--- src/rtl/game_pkg.sv ---
// game_pkg: shared state encoding, turn/winner codes and default timing
// constants for the two-player memory game turn logic.
package game_pkg;

  typedef enum logic [2:0] {
    ST_IDLE   = 3'd0,
    ST_P1_ARM = 3'd1,
    ST_P1_RUN = 3'd2,
    ST_P2_ARM = 3'd3,
    ST_P2_RUN = 3'd4,
    ST_OVER   = 3'd5
  } state_t;

  localparam logic [1:0] TURN_NONE = 2'b00;
  localparam logic [1:0] TURN_P1   = 2'b01;
  localparam logic [1:0] TURN_P2   = 2'b10;

  localparam logic [1:0] WIN_NONE  = 2'b00;
  localparam logic [1:0] WIN_P1    = 2'b01;
  localparam logic [1:0] WIN_P2    = 2'b10;
  localparam logic [1:0] WIN_DRAW  = 2'b11;

  // Round counter width; holds up to 15 completed rounds.
  localparam int RND_W = 4;

  localparam int DEF_TW         = 21;
  localparam int DEF_BASE_MS    = 5000;
  localparam int DEF_STEP_MS    = 500;
  localparam int DEF_MIN_MS     = 1000;
  localparam int DEF_MAX_ROUNDS = 8;

endpackage

--- src/rtl/turn_limit_calc.sv ---
// turn_limit_calc: turn limit for a given round count.
// Limit = max(BASE_MS - round*STEP_MS, MIN_MS), with the subtraction
// clamped at zero. Worked in TW+4 bits so round*STEP_MS cannot wrap.
module turn_limit_calc import game_pkg::*; #(
  parameter int TW      = DEF_TW,
  parameter int BASE_MS = DEF_BASE_MS,
  parameter int STEP_MS = DEF_STEP_MS,
  parameter int MIN_MS  = DEF_MIN_MS
) (
  input  logic [RND_W-1:0] round,
  output logic [TW-1:0]    limit
);

  localparam int CW = TW + 4;
  localparam logic [CW-1:0] BASE_C = CW'(BASE_MS);
  localparam logic [CW-1:0] STEP_C = CW'(STEP_MS);
  localparam logic [CW-1:0] MIN_C  = CW'(MIN_MS);

  logic [CW-1:0] dec;
  logic [CW-1:0] diff;
  logic [CW-1:0] floored;

  // Shrink the base limit by completed rounds, saturate at 0, then apply the floor
  always_comb begin
    dec     = CW'(round) * STEP_C;
    diff    = (dec >= BASE_C) ? '0 : (BASE_C - dec);
    floored = (diff < MIN_C) ? MIN_C : diff;
    limit   = TW'(floored);
  end

endmodule

--- src/rtl/turn_timer_sched.sv ---
// turn_timer_sched: owns the shared 1 ms timer and hands it to one player at
// a time. Each turn is preceded by a one-cycle ARM state with the timer held
// in clear, then a RUN state where the turn resolves as success, mismatch or
// timeout. All outputs are registered and reflect the state being entered.
module turn_timer_sched import game_pkg::*; #(
  parameter int TW         = DEF_TW,
  parameter int BASE_MS    = DEF_BASE_MS,
  parameter int STEP_MS    = DEF_STEP_MS,
  parameter int MIN_MS     = DEF_MIN_MS,
  parameter int MAX_ROUNDS = DEF_MAX_ROUNDS
) (
  input  logic             Clk,
  input  logic             Rst,
  input  logic             Start_Game,
  input  logic             P1_Done,
  input  logic             P2_Done,
  input  logic             Match,
  input  logic [TW-1:0]    Tmr_T,
  output logic             Tmr_Start,
  output logic [1:0]       Turn,
  output logic [RND_W-1:0] Round,
  output logic [TW-1:0]    Time_Left,
  output logic             Timeout,
  output logic             Game_Over,
  output logic [1:0]       Winner
);

  state_t state, state_nxt;

  logic [TW-1:0]    limit, limit_nxt, limit_calc;
  logic [RND_W-1:0] round_nxt;
  logic             tmr_start_nxt;
  logic [1:0]       turn_nxt;
  logic [TW-1:0]    time_left_nxt;
  logic             timeout_nxt;
  logic             game_over_nxt;
  logic [1:0]       winner_nxt;

  logic             act_done;
  logic             expired;
  logic [TW-1:0]    remain;
  logic [1:0]       other_win;

  turn_limit_calc #(
    .TW      (TW),
    .BASE_MS (BASE_MS),
    .STEP_MS (STEP_MS),
    .MIN_MS  (MIN_MS)
  ) u_limit (
    .round (Round),
    .limit (limit_calc)
  );

  // Next state plus next value of every registered output
  always_comb begin
    state_nxt     = state;
    limit_nxt     = limit;
    round_nxt     = Round;
    winner_nxt    = Winner;
    tmr_start_nxt = 1'b0;
    turn_nxt      = TURN_NONE;
    time_left_nxt = '0;
    timeout_nxt   = 1'b0;
    game_over_nxt = 1'b0;
    act_done      = 1'b0;
    other_win     = WIN_NONE;
    expired       = (Tmr_T >= limit);
    remain        = expired ? '0 : (limit - Tmr_T);

    case (state)
      ST_IDLE: begin
        if (Start_Game) state_nxt = ST_P1_ARM;
      end
      ST_OVER: begin
        if (Start_Game) begin
          state_nxt  = ST_P1_ARM;
          round_nxt  = '0;
          winner_nxt = WIN_NONE;
        end
      end
      ST_P1_ARM: begin
        limit_nxt = limit_calc;
        state_nxt = ST_P1_RUN;
      end
      ST_P2_ARM: begin
        limit_nxt = limit_calc;
        state_nxt = ST_P2_RUN;
      end
      ST_P1_RUN, ST_P2_RUN: begin
        // Only the active player's Done counts; the other one is dropped.
        act_done  = (state == ST_P1_RUN) ? P1_Done : P2_Done;
        other_win = (state == ST_P1_RUN) ? WIN_P2 : WIN_P1;
        if (act_done && Match) begin
          if (state == ST_P1_RUN) begin
            state_nxt = ST_P2_ARM;
          end else begin
            round_nxt = Round + 1'b1;
            if (round_nxt == RND_W'(MAX_ROUNDS)) begin
              state_nxt  = ST_OVER;
              winner_nxt = WIN_DRAW;
            end else begin
              state_nxt = ST_P1_ARM;
            end
          end
        end else if (act_done) begin
          state_nxt  = ST_OVER;
          winner_nxt = other_win;
        end else if (expired) begin
          // A Done in the same cycle takes the branches above, so a late
          // but correct submission still counts as success.
          state_nxt   = ST_OVER;
          winner_nxt  = other_win;
          timeout_nxt = 1'b1;
        end
      end
      default: state_nxt = ST_IDLE;
    endcase

    // Outputs follow the state being entered so they line up with it.
    // Time_Left is registered, so within a turn it reflects the timer value
    // of the previous cycle; on entry it is loaded with the full limit.
    case (state_nxt)
      ST_P1_ARM: turn_nxt = TURN_P1;
      ST_P2_ARM: turn_nxt = TURN_P2;
      ST_P1_RUN: begin
        turn_nxt      = TURN_P1;
        tmr_start_nxt = 1'b1;
        time_left_nxt = (state == ST_P1_ARM) ? limit_nxt : remain;
      end
      ST_P2_RUN: begin
        turn_nxt      = TURN_P2;
        tmr_start_nxt = 1'b1;
        time_left_nxt = (state == ST_P2_ARM) ? limit_nxt : remain;
      end
      ST_OVER: game_over_nxt = 1'b1;
      default: ;
    endcase
  end

  // State and output registers; reset drops the timer enable immediately
  always_ff @(posedge Clk or posedge Rst) begin
    if (Rst) begin
      state     <= ST_IDLE;
      limit     <= '0;
      Tmr_Start <= 1'b0;
      Turn      <= TURN_NONE;
      Round     <= '0;
      Time_Left <= '0;
      Timeout   <= 1'b0;
      Game_Over <= 1'b0;
      Winner    <= WIN_NONE;
    end else begin
      state     <= state_nxt;
      limit     <= limit_nxt;
      Tmr_Start <= tmr_start_nxt;
      Turn      <= turn_nxt;
      Round     <= round_nxt;
      Time_Left <= time_left_nxt;
      Timeout   <= timeout_nxt;
      Game_Over <= game_over_nxt;
      Winner    <= winner_nxt;
    end
  end

endmodule
--- config.mk ---
export PLATFORM = sky130hd
export DESIGN_NAME = turn_timer_sched
export DESIGN_NICKNAME = d
export VERILOG_FILES = /design/src/rtl/game_pkg.sv /design/src/rtl/turn_limit_calc.sv /design/src/rtl/turn_timer_sched.sv
export SDC_FILE = /design/constraint.sdc
export NUM_CORES = 1
export LEC_CHECK = 0
export CORE_ASPECT_RATIO = 0.5
export CORE_UTILIZATION = 24
export CTS_BUF_LIST = sky130_fd_sc_hd__clkbuf_4 sky130_fd_sc_hd__clkbuf_8
export DETAILED_ROUTE_END_ITERATION = 8
export PLACE_DENSITY = 0.5
export SYNTH_ARGS = -nofsm -noshare
export SYNTH_HDL_FRONTEND = slang
export SYNTH_SLANG_ARGS = --single-unit
--- constraint.sdc ---
create_clock -name Clk -period 9.7 [get_ports Clk]
set_clock_uncertainty 0.15 [all_clocks]
set_input_delay 1.455 -clock Clk [delete_from_list [all_inputs] [get_ports Clk]]
set_output_delay 1.455 -clock Clk [all_outputs]
set_load 0.005 [all_outputs]
# Word level (Yosys, flattened, before mapping)

Index checks and enable logic that the tools add are counted.

Eq/ne operators: 17
Reduce and logical (&&, ||, !) cells: 11
Muxes and demuxes: 34
$add $sub $neg: 3
$mul: 1
$lt $le $gt $ge: 3

Operators with widths:

| cell                                                                    | number |
|---|---|
| 21-bit 2-to-1 mux                                                       | 5 |
| 21-bit case mux with 2 select lines                                     | 1 |
| 25-bit by 10-bit < comparator with 1-bit output (second input constant) | 1 |
| 25-bit 2-to-1 mux                                                       | 1 |
| 21-bit greater-or-equal comparator                                      | 1 |
| 21-bit subtractor                                                       | 1 |
| 3-bit 2-to-1 mux                                                        | 6 |
| 2-bit 2-to-1 mux                                                        | 7 |
| 13-bit by 13-bit subtractor with 14-bit output (first input constant)   | 1 |
| 13-bit greater-or-equal comparator (second input constant)              | 1 |
| 3-bit by 2-bit == test with 1-bit output (second input constant)        | 4 |
| 3-bit == test (second input constant)                                   | 4 |
| 4-bit 2-to-1 mux                                                        | 3 |
| 3-bit case mux with 4 select lines                                      | 1 |
| 2-bit OR reduction                                                      | 6 |
| 4-bit by 7-bit multiplier with 11-bit output (second input constant)    | 1 |
| 2-bit case mux with 2 select lines                                      | 2 |
| 4-bit case mux with 2 select lines                                      | 1 |
| 1-bit 2-to-1 mux                                                        | 7 |
| 3-bit by 1-bit == test with 1-bit output (second input constant)        | 2 |
| 2-bit inequality test (second input constant)                           | 3 |
| 3-bit inequality test (second input constant)                           | 2 |
| 5-bit AND reduction                                                     | 1 |
| 4-bit by 1-bit adder with 4-bit output (second input constant)          | 1 |
| 6 further kinds                                                         | 6 |

Word-level logic and storage cells: 78
Input bits: 27
Bits in registers: 56
Output and inout port bits: 32

# Longest topological paths before layout

Gate-level depths: netlist of run 1.

Word-level depth: 9
Mapped depth: 13
Depth with buffers taken out: 13

# Cells and area by module

Synthesis of run 1 repeated with hierarchy kept, for this count alone.

Cell total of the unflattened synthesis: 509
Area, all modules: 4,475.5 um^2

Modules (own cells, without submodules):

| module           | sequential area each (um^2) | area each (um^2) | instances | cells each |
|---|---|---|---|---|
| turn_timer_sched | 1,401.3                     | 3,359.5          | 1         | 371 |
| turn_limit_calc  | 0.0                         | 1,116.1          | 1         | 138 |

# Least setup slack after synthesis of run 1

OpenSTA, ideal clock, no wires.

Kind: in2reg
Start: in Tmr_T[8]
End: reg Time_Left[9]
Required time: 9,424 ps
Arrival: 3,873 ps
Library setup time: 126 ps
Path buffers: 0
Slack: 5,551 ps
Cell stages on the path: 11
Cell sequence: inv_1 ha_1 a21o_1 a21oi_1 o221ai_1 a221oi_1 a2111oi_0 o22a_2 inv_2 nor4_1 o32a_1

Cells in the longest elaborated chain, start to end: 7
Elaborated cells on any way between the ends: 12
Those cells by class: 1 x add/sub; 1 x order compare; 2 x eq/ne; 8 x mux

Ends and longest elaborated chain:

| what                                                                             | RTL line                | RTL |
|---|---|---|
| start, declared                                                                  | turn_timer_sched.sv:18  | `input logic [TW-1:0] Tmr_T,` |
| 21-bit greater-or-equal comparator (*)                                           | turn_timer_sched.sv:67  | `expired = (Tmr_T >= limit);` |
| 3-bit 2-to-1 mux (*)                                                             | turn_timer_sched.sv:108 | `end else if (expired) begin` |
| 3-bit 2-to-1 mux (*)                                                             | turn_timer_sched.sv:105 | `end else if (act_done) begin` |
| 3-bit 2-to-1 mux (*)                                                             | turn_timer_sched.sv:93  | `if (act_done && Match) begin` |
| 3-bit case mux with 4 select lines (*)                                           | turn_timer_sched.sv:70  | `case (state)` |
| net state_nxt[0]                                                                 | turn_timer_sched.sv:28  | `state_t state, state_nxt;` |
| 3-bit == test / 3-bit by 2-bit == test with 1-bit output (equally long branches) | turn_timer_sched.sv:122 | `case (state_nxt)` |
| 21-bit case mux with 2 select lines (*)                                          | turn_timer_sched.sv:122 |  |
| net time_left_nxt[9]                                                             | turn_timer_sched.sv:34  | `logic [TW-1:0] time_left_nxt;` |
| end signal, assigned                                                             | turn_timer_sched.sv:158 | `Time_Left <= time_left_nxt;` |
| end, declared                                                                    | turn_timer_sched.sv:22  | `output logic [TW-1:0] Time_Left,` |

Mark *: on every way through the listed nets, which the timed path passes. The rest lies on a longest branch.
A chain may end at the register's enable or synchronous reset.

# Worst setup path in the final report of run 1

Start: reg Round[1]
End: reg Time_Left[15]

Cells in the longest elaborated chain, start to end: 8
Elaborated cells on any way between the ends: 18
Those cells by class: 2 x add/sub; 1 x mul; 2 x order compare; 3 x eq/ne; 10 x mux

Ends and longest elaborated chain:

| what                                                                                                          | RTL line                                      | RTL |
|---|---|---|
| start, declared                                                                                               | turn_timer_sched.sv:21                        | `output logic [RND_W-1:0] Round,` |
| start signal, assigned                                                                                        | turn_timer_sched.sv:157                       | `Round <= round_nxt;` |
| 4-bit by 7-bit multiplier with 11-bit output / 4-bit by 1-bit adder with 4-bit output (equally long branches) | turn_limit_calc.sv:25, turn_timer_sched.sv:97 |  |
| 13-bit by 13-bit subtractor with 14-bit output, or another cell as far along                                  | turn_limit_calc.sv:26                         | `diff = (dec >= BASE_C) ? '0 : (BASE_C - dec);` |
| 25-bit 2-to-1 mux / 3-bit 2-to-1 mux (equally long branches)                                                  | turn_limit_calc.sv:26, turn_timer_sched.sv:98 |  |
| 25-bit by 10-bit < comparator with 1-bit output / 3-bit 2-to-1 mux (equally long branches)                    | turn_limit_calc.sv:27, turn_timer_sched.sv:94 |  |
| 21-bit 2-to-1 mux / 3-bit 2-to-1 mux (equally long branches)                                                  | turn_limit_calc.sv:27, turn_timer_sched.sv:93 |  |
| 21-bit 2-to-1 mux / 3-bit case mux with 4 select lines (equally long branches)                                | turn_timer_sched.sv:70                        |  |
| 21-bit 2-to-1 mux, or another cell as far along                                                               | turn_timer_sched.sv:133                       | `time_left_nxt = (state == ST_P2_ARM) ? limit_nxt : remain;` |
| 21-bit case mux with 2 select lines (*)                                                                       | turn_timer_sched.sv:122                       |  |
| net time_left_nxt[15]                                                                                         | turn_timer_sched.sv:34                        |  |

Marked as above.

==> flow_summary.html, run 1 <==
<table>
<tr><th>Metric</th><th>Value</th></tr>
<tr><th colspan="2">Status</th></tr>
<tr><td>Status</td><td>completed</td></tr>
<tr><th colspan="2">Power</th></tr>
<tr><td>Cell internal pwr</td><td>about 0.66 mW</td></tr>
<tr><td>Sum of internal, switching and leakage power</td><td>1.18 mW</td></tr>
<tr><td>Maximum ir drop on the vdd rail</td><td>~0.00005 V</td></tr>
<tr><td>Pwr Density</td><td>~220 mW/mm2</td></tr>
<tr><td>Share of total power in combinational logic</td><td>57.2%</td></tr>
<tr><td>Cell leakage power</td><td>2.45 nW</td></tr>
<tr><td>Clock power frac</td><td>14.3%</td></tr>
<tr><td>Reg power frac</td><td>28.5%</td></tr>
<tr><td>Net switching share of the total power</td><td>44.3%</td></tr>
<tr><td>Switching power</td><td>~0.52 mW</td></tr>
<tr><th colspan="2">Route</th></tr>
<tr><td>Remaining routing DRC violations</td><td>0</td></tr>
<tr><td>Top layer reached by signal wires</td><td>met4</td></tr>
<tr><td>Number of antenna-violating nets in the routed design</td><td>0</td></tr>
<tr><td>Detailed router's first-iteration violation count</td><td>213</td></tr>
<tr><td>Total via count after detailed routing</td><td>3824</td></tr>
<tr><td>Final wirelength</td><td>11700 um</td></tr>
<tr><td>Vias per inst</td><td>roughly 4.7</td></tr>
<tr><td>Detailed-route wire length on metal 1</td><td>about 6200 um</td></tr>
<tr><td>Length of routed met3 wiring</td><td>around 460 um</td></tr>
<tr><td>WL/cell</td><td>roughly 15 um</td></tr>
<tr><td>Wire length on met2</td><td>5000 um</td></tr>
<tr><td>Pre-Repair DR Iteration Count</td><td>4</td></tr>
<tr><th colspan="2">Setup path</th></tr>
<tr><td>Data arrival time at the worst-slack endpoint</td><td>5.02 ns</td></tr>
<tr><td>Worst reg2reg setup slack</td><td>4.76 ns</td></tr>
<tr><td>Launching instance or port of the critical path</td><td>Round[1]</td></tr>
<tr><td>Worst EP required</td><td>9.77 ns</td></tr>
<tr><td>R2R Path Start</td><td>Round[1]</td></tr>
<tr><td>CP peak stage delay</td><td>0.71 ns</td></tr>
<tr><td>CP max-delay cell</td><td>sky130_fd_sc_hd__fa_1</td></tr>
<tr><td>Max Fanout on Critical Path</td><td>12</td></tr>
<tr><td>Worst Reg-to-Reg Cells</td><td>12</td></tr>
<tr><td>Cell chain of the critical path</td><td>fa_1, inv_1, fa_1, ha_1, inv_1, nor4b_1, o21ai_0, xnor2_1, a41oi_2, a2111oi_0, a21oi_1, o21ai_0</td></tr>
<tr><td>Type of element capturing the critical path</td><td>flop</td></tr>
<tr><td>CP Launch Type</td><td>flop</td></tr>
<tr><td>Crit path kind</td><td>flop to flop</td></tr>
<tr><td>Critical register-to-register path endpoint</td><td>Time_Left[15]</td></tr>
<tr><th colspan="2">Clock network</th></tr>
<tr><td>Worst-Skew Late Latency</td><td>0.31 ns</td></tr>
<tr><td>Number of buffers created by CTS</td><td>5</td></tr>
<tr><td>Longest Clk Path Bufs</td><td>2</td></tr>
<tr><td>Total setup buffers inserted after CTS</td><td>0</td></tr>
<tr><td>CTS root buffer</td><td>sky130_fd_sc_hd__clkbuf_8</td></tr>
<tr><td>Register clock-pin slew on the reported worst setup and hold paths</td><td>around 0.10 ns</td></tr>
<tr><td>Hold Buf Count CTS</td><td>0</td></tr>
<tr><td>Num Clock Sinks</td><td>56</td></tr>
<tr><td>Total number of H-tree levels</td><td>2</td></tr>
<tr><td>TritonCTS clock tree</td><td>yes</td></tr>
<tr><td>Resized Gates After CTS</td><td>0</td></tr>
<tr><th colspan="2">Layout</th></tr>
<tr><td>Total inserted antenna cells</td><td>0</td></tr>
<tr><td>Share of cells above drive strength 1</td><td>6.47%</td></tr>
<tr><td># fillers</td><td>1842</td></tr>
<tr><td>Area Overhead vs Synth</td><td>22.1%</td></tr>
<tr><td>Post-layout instance count excluding filler cells</td><td>806</td></tr>
<tr><td>Number of nets in the layout</td><td>around 640</td></tr>
<tr><th colspan="2">Timing</th></tr>
<tr><td>Maximum clock frequency</td><td>202 MHz</td></tr>
<tr><td>RSZ-0062 raised after global routing</td><td>false</td></tr>
<tr><td>Final count of hold timing violations</td><td>0</td></tr>
<tr><td>Transition time at the pin with the least slew margin</td><td>0.930 ns</td></tr>
<tr><td>Relative slew slack</td><td>38.0%</td></tr>
<tr><td>Setup TNS</td><td>0 ns</td></tr>
<tr><td>Period utilisation layout</td><td>51.0%</td></tr>
<tr><td>Shortest period the worst path allows</td><td>approximately 4.9 ns</td></tr>
<tr><td>Setup violations, final</td><td>0</td></tr>
<tr><td>Max-slew violations</td><td>0</td></tr>
<tr><th colspan="2">Floorplanning</th></tr>
<tr><td>Row cnt</td><td>34</td></tr>
<tr><td>Chip Width</td><td>194 um</td></tr>
<tr><td>Die Span Y</td><td>98.2 um</td></tr>
<tr><td>Core region area</td><td>between 0.015 and 0.02 mm2</td></tr>
<tr><td>Starting utilization of the core area</td><td>25.0%</td></tr>
<tr><td>Full die area</td><td>0.0191 mm2</td></tr>
<tr><td>Number of top-level design ports</td><td>59</td></tr>
<tr><th colspan="2">Yosys</th></tr>
<tr><td>Number of enable-type register cells in the synthesized netlist</td><td>0</td></tr>
<tr><td>Synthesized area</td><td>roughly 0.0044 mm2</td></tr>
<tr><td>Top FF cell, synth</td><td>sky130_fd_sc_hd__dfrtp_1</td></tr>
<tr><td>Number of flip-flops and latches in the synthesized netlist</td><td>between 50 and 60</td></tr>
<tr><td>Yosys warns</td><td>0</td></tr>
<tr><td>Share of synthesized flip-flops with an asynchronous set or reset</td><td>100%</td></tr>
<tr><td>Synthesized net count</td><td>585</td></tr>
<tr><td>Post-Synthesis Cells</td><td>around 510</td></tr>
<tr><td>Share of synthesized area occupied by flip-flops and latches</td><td>31.5%</td></tr>
<tr><td>Post-synth cell types</td><td>75</td></tr>
<tr><td>Synth Area per Inst</td><td>8.66 um2</td></tr>
<tr><th colspan="2">GRT</th></tr>
<tr><td>Via count of the first global-routing pass</td><td>about 3700</td></tr>
<tr><td>Antenna violations before repair</td><td>0</td></tr>
<tr><td>GRT Residual Overflow</td><td>0</td></tr>
<tr><td>Global-route wire length before repair</td><td>19300 um</td></tr>
<tr><td>Combined global-route utilization of all metal layers</td><td>12.6%</td></tr>
<tr><td>Largest net degree at the start of global routing</td><td>57</td></tr>
<tr><th colspan="2">Place</th></tr>
<tr><td>Total placed cells including tap cells</td><td>798</td></tr>
<tr><td>Sum of net half-perimeters after detailed placement</td><td>roughly 9000 um</td></tr>
<tr><td>Gpl congestion</td><td>about 0.86</td></tr>
<tr><td>Port-buffer cells</td><td>58</td></tr>
<tr><th colspan="2">Worst hold path</th></tr>
<tr><td>Hold WC Path Type</td><td>flop to flop</td></tr>
<tr><td>Hold Startpoint</td><td>limit[16]</td></tr>
<tr><td>Hold path cells</td><td>2</td></tr>
<tr><td>Hold endpoint</td><td>limit[16]</td></tr>
<tr><th colspan="2">Flow run</th></tr>
<tr><td>Number of violations of the max-capacitance limit</td><td>0</td></tr>
</table>
[routing by layer]
layer / vias up / global-route usage (%)
li1: 1961 / -
met1: 1800 / 18.6
met2: 59 / 19.0
met3: 4 / 2.21
met4: 0 / 2.69
met5: - / 0
[metrics by stage]
stage               utilization, %  worst slack, ns  instance area (um2)  hold WS (ns)
floorplan                        -             5.55                 4440         0.293
global placement              29.9             4.69                 5300         0.314
detailed placement            29.9             4.55                 5300         0.316
CTS                           30.6             4.76                 5430         0.343
global route                  30.6             4.30                 5430         0.366
finish                        30.6             4.76                 5430         0.338
[power by group through the flow]
stage               sequential, mW  combinational [mW]  clock, mW
global route                 0.345               0.752      0.185
floorplan                    0.320               0.483          0
detailed placement           0.341               0.670          0
finish                       0.336               0.673      0.168
CTS                          0.337               0.673      0.175
global placement             0.341               0.671          0
[critical path, delay by kind of cell (launching register included)]
family / cells / cell delay [ns]
xor gates and xnor gates: 1 / 0.52
DFF: 1 / 0.57
AOI/OAI and AO/OA: 5 / 1.49
buffers and inverters: 2 / 0.18
and+or+nand+nor: 1 / 0.45
adders and majority gates: 3 / 1.50
[cell usage after synthesis (all sizes together) (4+ instances only)]
library cell,count,area (um2)
nand2,64,240
dfrtp,56,1400
nor2,45,169
inv,41,154
ha,37,463
a21oi,36,195
o21ai,26,130
xnor2,14,123
nand3,12,72.6
a211oi,10,75.1
a21o,9,68.8
clkbuf,9,35.0
nand2b,9,56.3
o21a,9,67.6
fa,8,160
nor3,8,45.0
and2,7,46.3
nor2b,7,43.8
xor2,7,61.3
a2111oi,6,65.1
o31ai,6,45.0
a31oi,5,31.3
o211ai,5,37.5
o21bai,5,48.8
or3,5,31.3
nor4,4,25.0
o22ai,4,25.0
or4,4,37.5
[sequential cells by signal (all words and copies together), names as in the netlist]
name / count
Time_Left: 21
Winner: 2
Timeout: 1
Turn: 2
Tmr_Start: 1
state: 3
Game_Over: 1
Round: 4
limit: 21
[layout by cell type (no fill, tap or decap), types with 5 or more instances in the layout]
master	Yosys	layout
sky130_fd_sc_hd__a211oi_1	10	10
sky130_fd_sc_hd__a21o_1	8	8
sky130_fd_sc_hd__a21oi_1	34	34
sky130_fd_sc_hd__a31oi_1	5	5
sky130_fd_sc_hd__and2_1	6	6
sky130_fd_sc_hd__clkbuf_8	0	7
sky130_fd_sc_hd__clkdlybuf4s50_1	0	58
sky130_fd_sc_hd__dfrtp_1	56	56
sky130_fd_sc_hd__fa_1	8	8
sky130_fd_sc_hd__ha_1	37	37
sky130_fd_sc_hd__inv_1	40	39
sky130_fd_sc_hd__nand2_1	64	64
sky130_fd_sc_hd__nand2b_1	9	9
sky130_fd_sc_hd__nand3_1	11	11
sky130_fd_sc_hd__nor2_1	45	45
sky130_fd_sc_hd__nor2b_1	7	7
sky130_fd_sc_hd__nor3_1	7	7
sky130_fd_sc_hd__o211ai_1	5	5
sky130_fd_sc_hd__o21a_1	9	9
sky130_fd_sc_hd__o21ai_0	26	26
sky130_fd_sc_hd__o31ai_1	6	6
sky130_fd_sc_hd__or3_1	5	5
sky130_fd_sc_hd__xnor2_1	14	14
sky130_fd_sc_hd__xor2_1	7	7
[worst max path at each step]
stage | to | slack, ns | depth (start not counted)
6_report | Time_Left[15] | 4.76 | 12
5_1_grt | Time_Left[14] | 4.30 | 12
4_1_cts | Time_Left[15] | 4.76 | 12
3_5_place_dp | Time_Left[4] | 4.55 | 11
3_3_place_gp | Time_Left[16] | 4.69 | 12
2_1_floorplan | Time_Left[9] | 5.55 | 11
[kinds of logic (layout without fill, tap and decap cells)]
family	after synthesis	in the layout	share of synthesized area [%]
flip-flops	56	56	31.5
XOR/XNOR	21	21	4.14
AND/OR/NAND/NOR	182	182	20.1
multiplexers	6	6	1.44
buffers and inverters	51	110	4.34
AO/OA/AOI/OAI	152	152	24.4
adder cells (fa/ha/maj)	45	45	14.0
[final cells by class]
| type | instances | area, um2 | share of cell area, % |
|---|---|---|---|
| clock inverters | 1 | 30.0 | 0.554 |
| repair buffers | 61 | 603 | 11.1 |
| clock buffers | 7 | 96.3 | 1.78 |
| flip-flops and latches | 56 | 1400 | 25.8 |
| well taps | 234 | 293 | 5.40 |
| multi-input cells | 406 | 2850 | 52.5 |
| inverters | 41 | 154 | 2.84 |
Power figures use the tool's default switching activity.
==> run 2: changes to the inputs <==
==> constraint.sdc (replaced) <==
create_clock -name Clk -period 4.9 [get_ports Clk]
set_clock_uncertainty 0.15 [all_clocks]
set_input_delay 0.735 -clock Clk [delete_from_list [all_inputs] [get_ports Clk]]
set_output_delay 0.735 -clock Clk [all_outputs]
set_load 0.005 [all_outputs]
==> run 2 against run 1 <==
Compared with the run above:
- maximum frequency is 8.1% higher
- flip-flop and latch count stayed put
- routed wire length is 1.6% higher
- total power is 96% higher
- sequential power is 93% higher
- setup slack worse by 4.4 ns
- via count is 1.4% higher
==> flow_summary.html, run 2 (synthesized netlist as in run 1, its figures left out) <==
<table>
<tr><th>Metric</th><th>Value</th></tr>
<tr><th colspan="2">Status</th></tr>
<tr><td>Status</td><td>completed</td></tr>
<tr><th colspan="2">Setup path</th></tr>
<tr><td>Cell chain of the critical path</td><td>fa_1, inv_1, fa_1, ha_1, inv_1, nor4b_1, o21ai_0, xnor2_2, a41oi_2, a2111oi_1, a21oi_1, o21ai_0</td></tr>
<tr><td>Critical Path Stages</td><td>12</td></tr>
<tr><td>R2R Path Start</td><td>Round[1]</td></tr>
<tr><td>Crit path kind</td><td>flop to flop</td></tr>
<tr><td>Launching instance or port of the critical path</td><td>Round[1]</td></tr>
<tr><td>Worst EP required</td><td>5.00 ns</td></tr>
<tr><td>Type of element capturing the critical path</td><td>flop</td></tr>
<tr><td>Critical path buffers and inverters</td><td>2</td></tr>
<tr><td>Crit path capture</td><td>Time_Left[13]</td></tr>
<tr><td>Max Fanout on Critical Path</td><td>9</td></tr>
<tr><td>CP Launch Type</td><td>flop</td></tr>
<tr><td>CP max-delay cell</td><td>sky130_fd_sc_hd__fa_1</td></tr>
<tr><td>Top cell family by delay on the critical path</td><td>adder cells</td></tr>
<tr><td>Data arrival time at the worst-slack endpoint</td><td>4.67 ns</td></tr>
<tr><td>CP peak stage delay</td><td>between 0.6 and 0.7 ns</td></tr>
<tr><td>Worst reg2reg setup slack</td><td>~0.32 ns</td></tr>
<tr><td>Critical register-to-register path endpoint</td><td>Time_Left[13]</td></tr>
<tr><td>Worst Reg-to-Reg Cells</td><td>12</td></tr>
<tr><th colspan="2">Floorplanning</th></tr>
<tr><td>Die Span Y</td><td>98.2 um</td></tr>
<tr><td>Starting utilization of the core area</td><td>25.0%</td></tr>
<tr><td>Full die area</td><td>0.0191 mm2</td></tr>
<tr><td>Chip Width</td><td>194 um</td></tr>
<tr><td>Core region area</td><td>between 0.015 and 0.02 mm2</td></tr>
<tr><td>Number of top-level design ports</td><td>59</td></tr>
<tr><td>Row cnt</td><td>34</td></tr>
<tr><th colspan="2">Clock network</th></tr>
<tr><td>Longest Clk Path Bufs</td><td>2</td></tr>
<tr><td>Number of buffers created by CTS</td><td>5</td></tr>
<tr><td>CTS root buffer</td><td>sky130_fd_sc_hd__clkbuf_8</td></tr>
<tr><td>Worst-Skew Late Latency</td><td>0.32 ns</td></tr>
<tr><td>TritonCTS clock tree</td><td>yes</td></tr>
<tr><td>Register clock-pin slew on the reported worst setup and hold paths</td><td>about 0.11 ns</td></tr>
<tr><td>Total setup buffers inserted after CTS</td><td>0</td></tr>
<tr><td>Total number of H-tree levels</td><td>2</td></tr>
<tr><td>Num Clock Sinks</td><td>56</td></tr>
<tr><th colspan="2">GRT</th></tr>
<tr><td>GRT Residual Overflow</td><td>0</td></tr>
<tr><td>Largest net degree at the start of global routing</td><td>35</td></tr>
<tr><td>Global-route wire length before repair</td><td>19200 um</td></tr>
<tr><td>Via count of the first global-routing pass</td><td>3758</td></tr>
<tr><td>Combined global-route utilization of all metal layers</td><td>12.5%</td></tr>
<tr><td>Antenna violations before repair</td><td>0</td></tr>
<tr><th colspan="2">Place</th></tr>
<tr><td>Placed Instance Area</td><td>0.00534 mm2</td></tr>
<tr><td>Port-buffer cells</td><td>58</td></tr>
<tr><td>Gpl congestion</td><td>0.840</td></tr>
<tr><td>Sum of net half-perimeters after detailed placement</td><td>9550 um</td></tr>
<tr><td>Total placed cells including tap cells</td><td>804</td></tr>
<tr><th colspan="2">Timing</th></tr>
<tr><td>Relative slew slack</td><td>between 20% and 30%</td></tr>
<tr><td>Shortest period the worst path allows</td><td>4.58 ns</td></tr>
<tr><td>Maximum clock frequency</td><td>around 220 MHz</td></tr>
<tr><td>Setup violations, final</td><td>0</td></tr>
<tr><td>Period utilisation layout</td><td>93.4%</td></tr>
<tr><td>Transition time at the pin with the least slew margin</td><td>1.09 ns</td></tr>
<tr><td>Final count of hold timing violations</td><td>0</td></tr>
<tr><td>Max-slew violations</td><td>0</td></tr>
<tr><th colspan="2">Layout</th></tr>
<tr><td># fillers</td><td>1853</td></tr>
<tr><td>Footprint of the multi-input gates</td><td>0.00286 mm2</td></tr>
<tr><td>Registers with the most flip-flops</td><td>Time_Left (21), limit (21), Round (4)</td></tr>
<tr><td>Number of nets in the layout</td><td>649</td></tr>
<tr><td>Footprint of the flip-flops and latches</td><td>0.00140 mm2</td></tr>
<tr><td>Share of cells above drive strength 1</td><td>7.79%</td></tr>
<tr><td>Total inserted antenna cells</td><td>0</td></tr>
<tr><td>Area Overhead vs Synth</td><td>22.7%</td></tr>
<tr><td>Post-route cell area</td><td>0.00545 mm2</td></tr>
<tr><td>Final cell utilization of the core</td><td>30.7%</td></tr>
<tr><td>Most common cell after layout, fill and taps aside</td><td>sky130_fd_sc_hd__nand2_1</td></tr>
<tr><td>Top library cells by usage in the layout, fill and taps aside</td><td>sky130_fd_sc_hd__nand2_1, sky130_fd_sc_hd__clkdlybuf4s50_1, sky130_fd_sc_hd__dfrtp_1</td></tr>
<tr><td>Post-layout instance count excluding filler cells</td><td>~810</td></tr>
<tr><th colspan="2">Route</th></tr>
<tr><td>Remaining routing DRC violations</td><td>0</td></tr>
<tr><td>Pre-Repair DR Iteration Count</td><td>4</td></tr>
<tr><td>Detailed router's first-iteration violation count</td><td>254</td></tr>
<tr><td>WL/cell</td><td>14.7 um</td></tr>
<tr><td>Final wirelength</td><td>11900 um</td></tr>
<tr><td>Total via count after detailed routing</td><td>3878</td></tr>
<tr><td>Number of antenna-violating nets in the routed design</td><td>0</td></tr>
<tr><td>Vias per inst</td><td>4.78</td></tr>
<tr><th colspan="2">Flow run</th></tr>
<tr><td>Number of violations of the max-capacitance limit</td><td>0</td></tr>
<tr><th colspan="2">Power</th></tr>
<tr><td>Maximum ir drop on the vdd rail</td><td>0.000141 V</td></tr>
<tr><td>Pwr Density</td><td>422 mW/mm2</td></tr>
<tr><td>Sum of internal, switching and leakage power</td><td>between 2 and 2.5 mW</td></tr>
<tr><td>Cell leakage power</td><td>2.46 nW</td></tr>
<tr><th colspan="2">Worst hold path</th></tr>
<tr><td>Hold WC Path Type</td><td>flop to flop</td></tr>
</table>
[run 2: cell type report]
type                    count  share of cell area, %
multi-input cells         406                   52.5
repair buffers             67                   11.9
clock inverters             2                  0.298
inverters                  41                   2.82
flip-flops and latches     56                   25.7
clock buffers               6                   1.40
well taps                 234                   5.37
[run 2: power breakdown]
part           internal (mW)  switching [mW]
Sequential             0.562          0.0853
Combinational          0.578           0.804
Clock                  0.108           0.163
Total                   1.25            1.05
[run 2: through the flow]
step	worst slack, ns	setup TNS [ns]	hold WS, ns
2_1_floorplan	0.767	0	0.293
3_3_place_gp	0.419	0	0.315
3_5_place_dp	0.286	0	0.319
4_1_cts	0.240	0	0.346
5_1_grt	-0.0207	-0.0207	0.381
6_report	0.325	0	0.344
[run 2: layer usage]
metal	wire length [um]	vias up	part of all wire, %	global-route usage [%]
met5	0	-	0	0
met4	68	0	0.57	2.32
met1	6380	1853	54	18.6
met2	5120	54	43	19.1
met3	346	4	2.9	1.97
li1	-	1967	-	-
[run 2: repair_timing]
action | CTS | global route
setup endpoints to repair | 0 | 4
resized for setup | 0 | 3
hold buffers | 0 | 0
[run 2: tightest hold or removal path: stages, from the launching register on]
cell	delay [ns]
sky130_fd_sc_hd__dfrtp_1	0.36
sky130_fd_sc_hd__nand2_1	0.05
sky130_fd_sc_hd__nand2_1	0.05
[run 2: worst min path at each step]
stage	from	end	slack (ns)	cells after the start
after floorplan	limit[16]	limit[16]	0.29	2
after global placement	limit[16]	limit[16]	0.31	2
after detailed placement	limit[19]	limit[19]	0.32	2
after CTS	limit[19]	limit[19]	0.35	2
after global routing	limit[18]	limit[18]	0.38	2
final	limit[19]	limit[19]	0.34	2
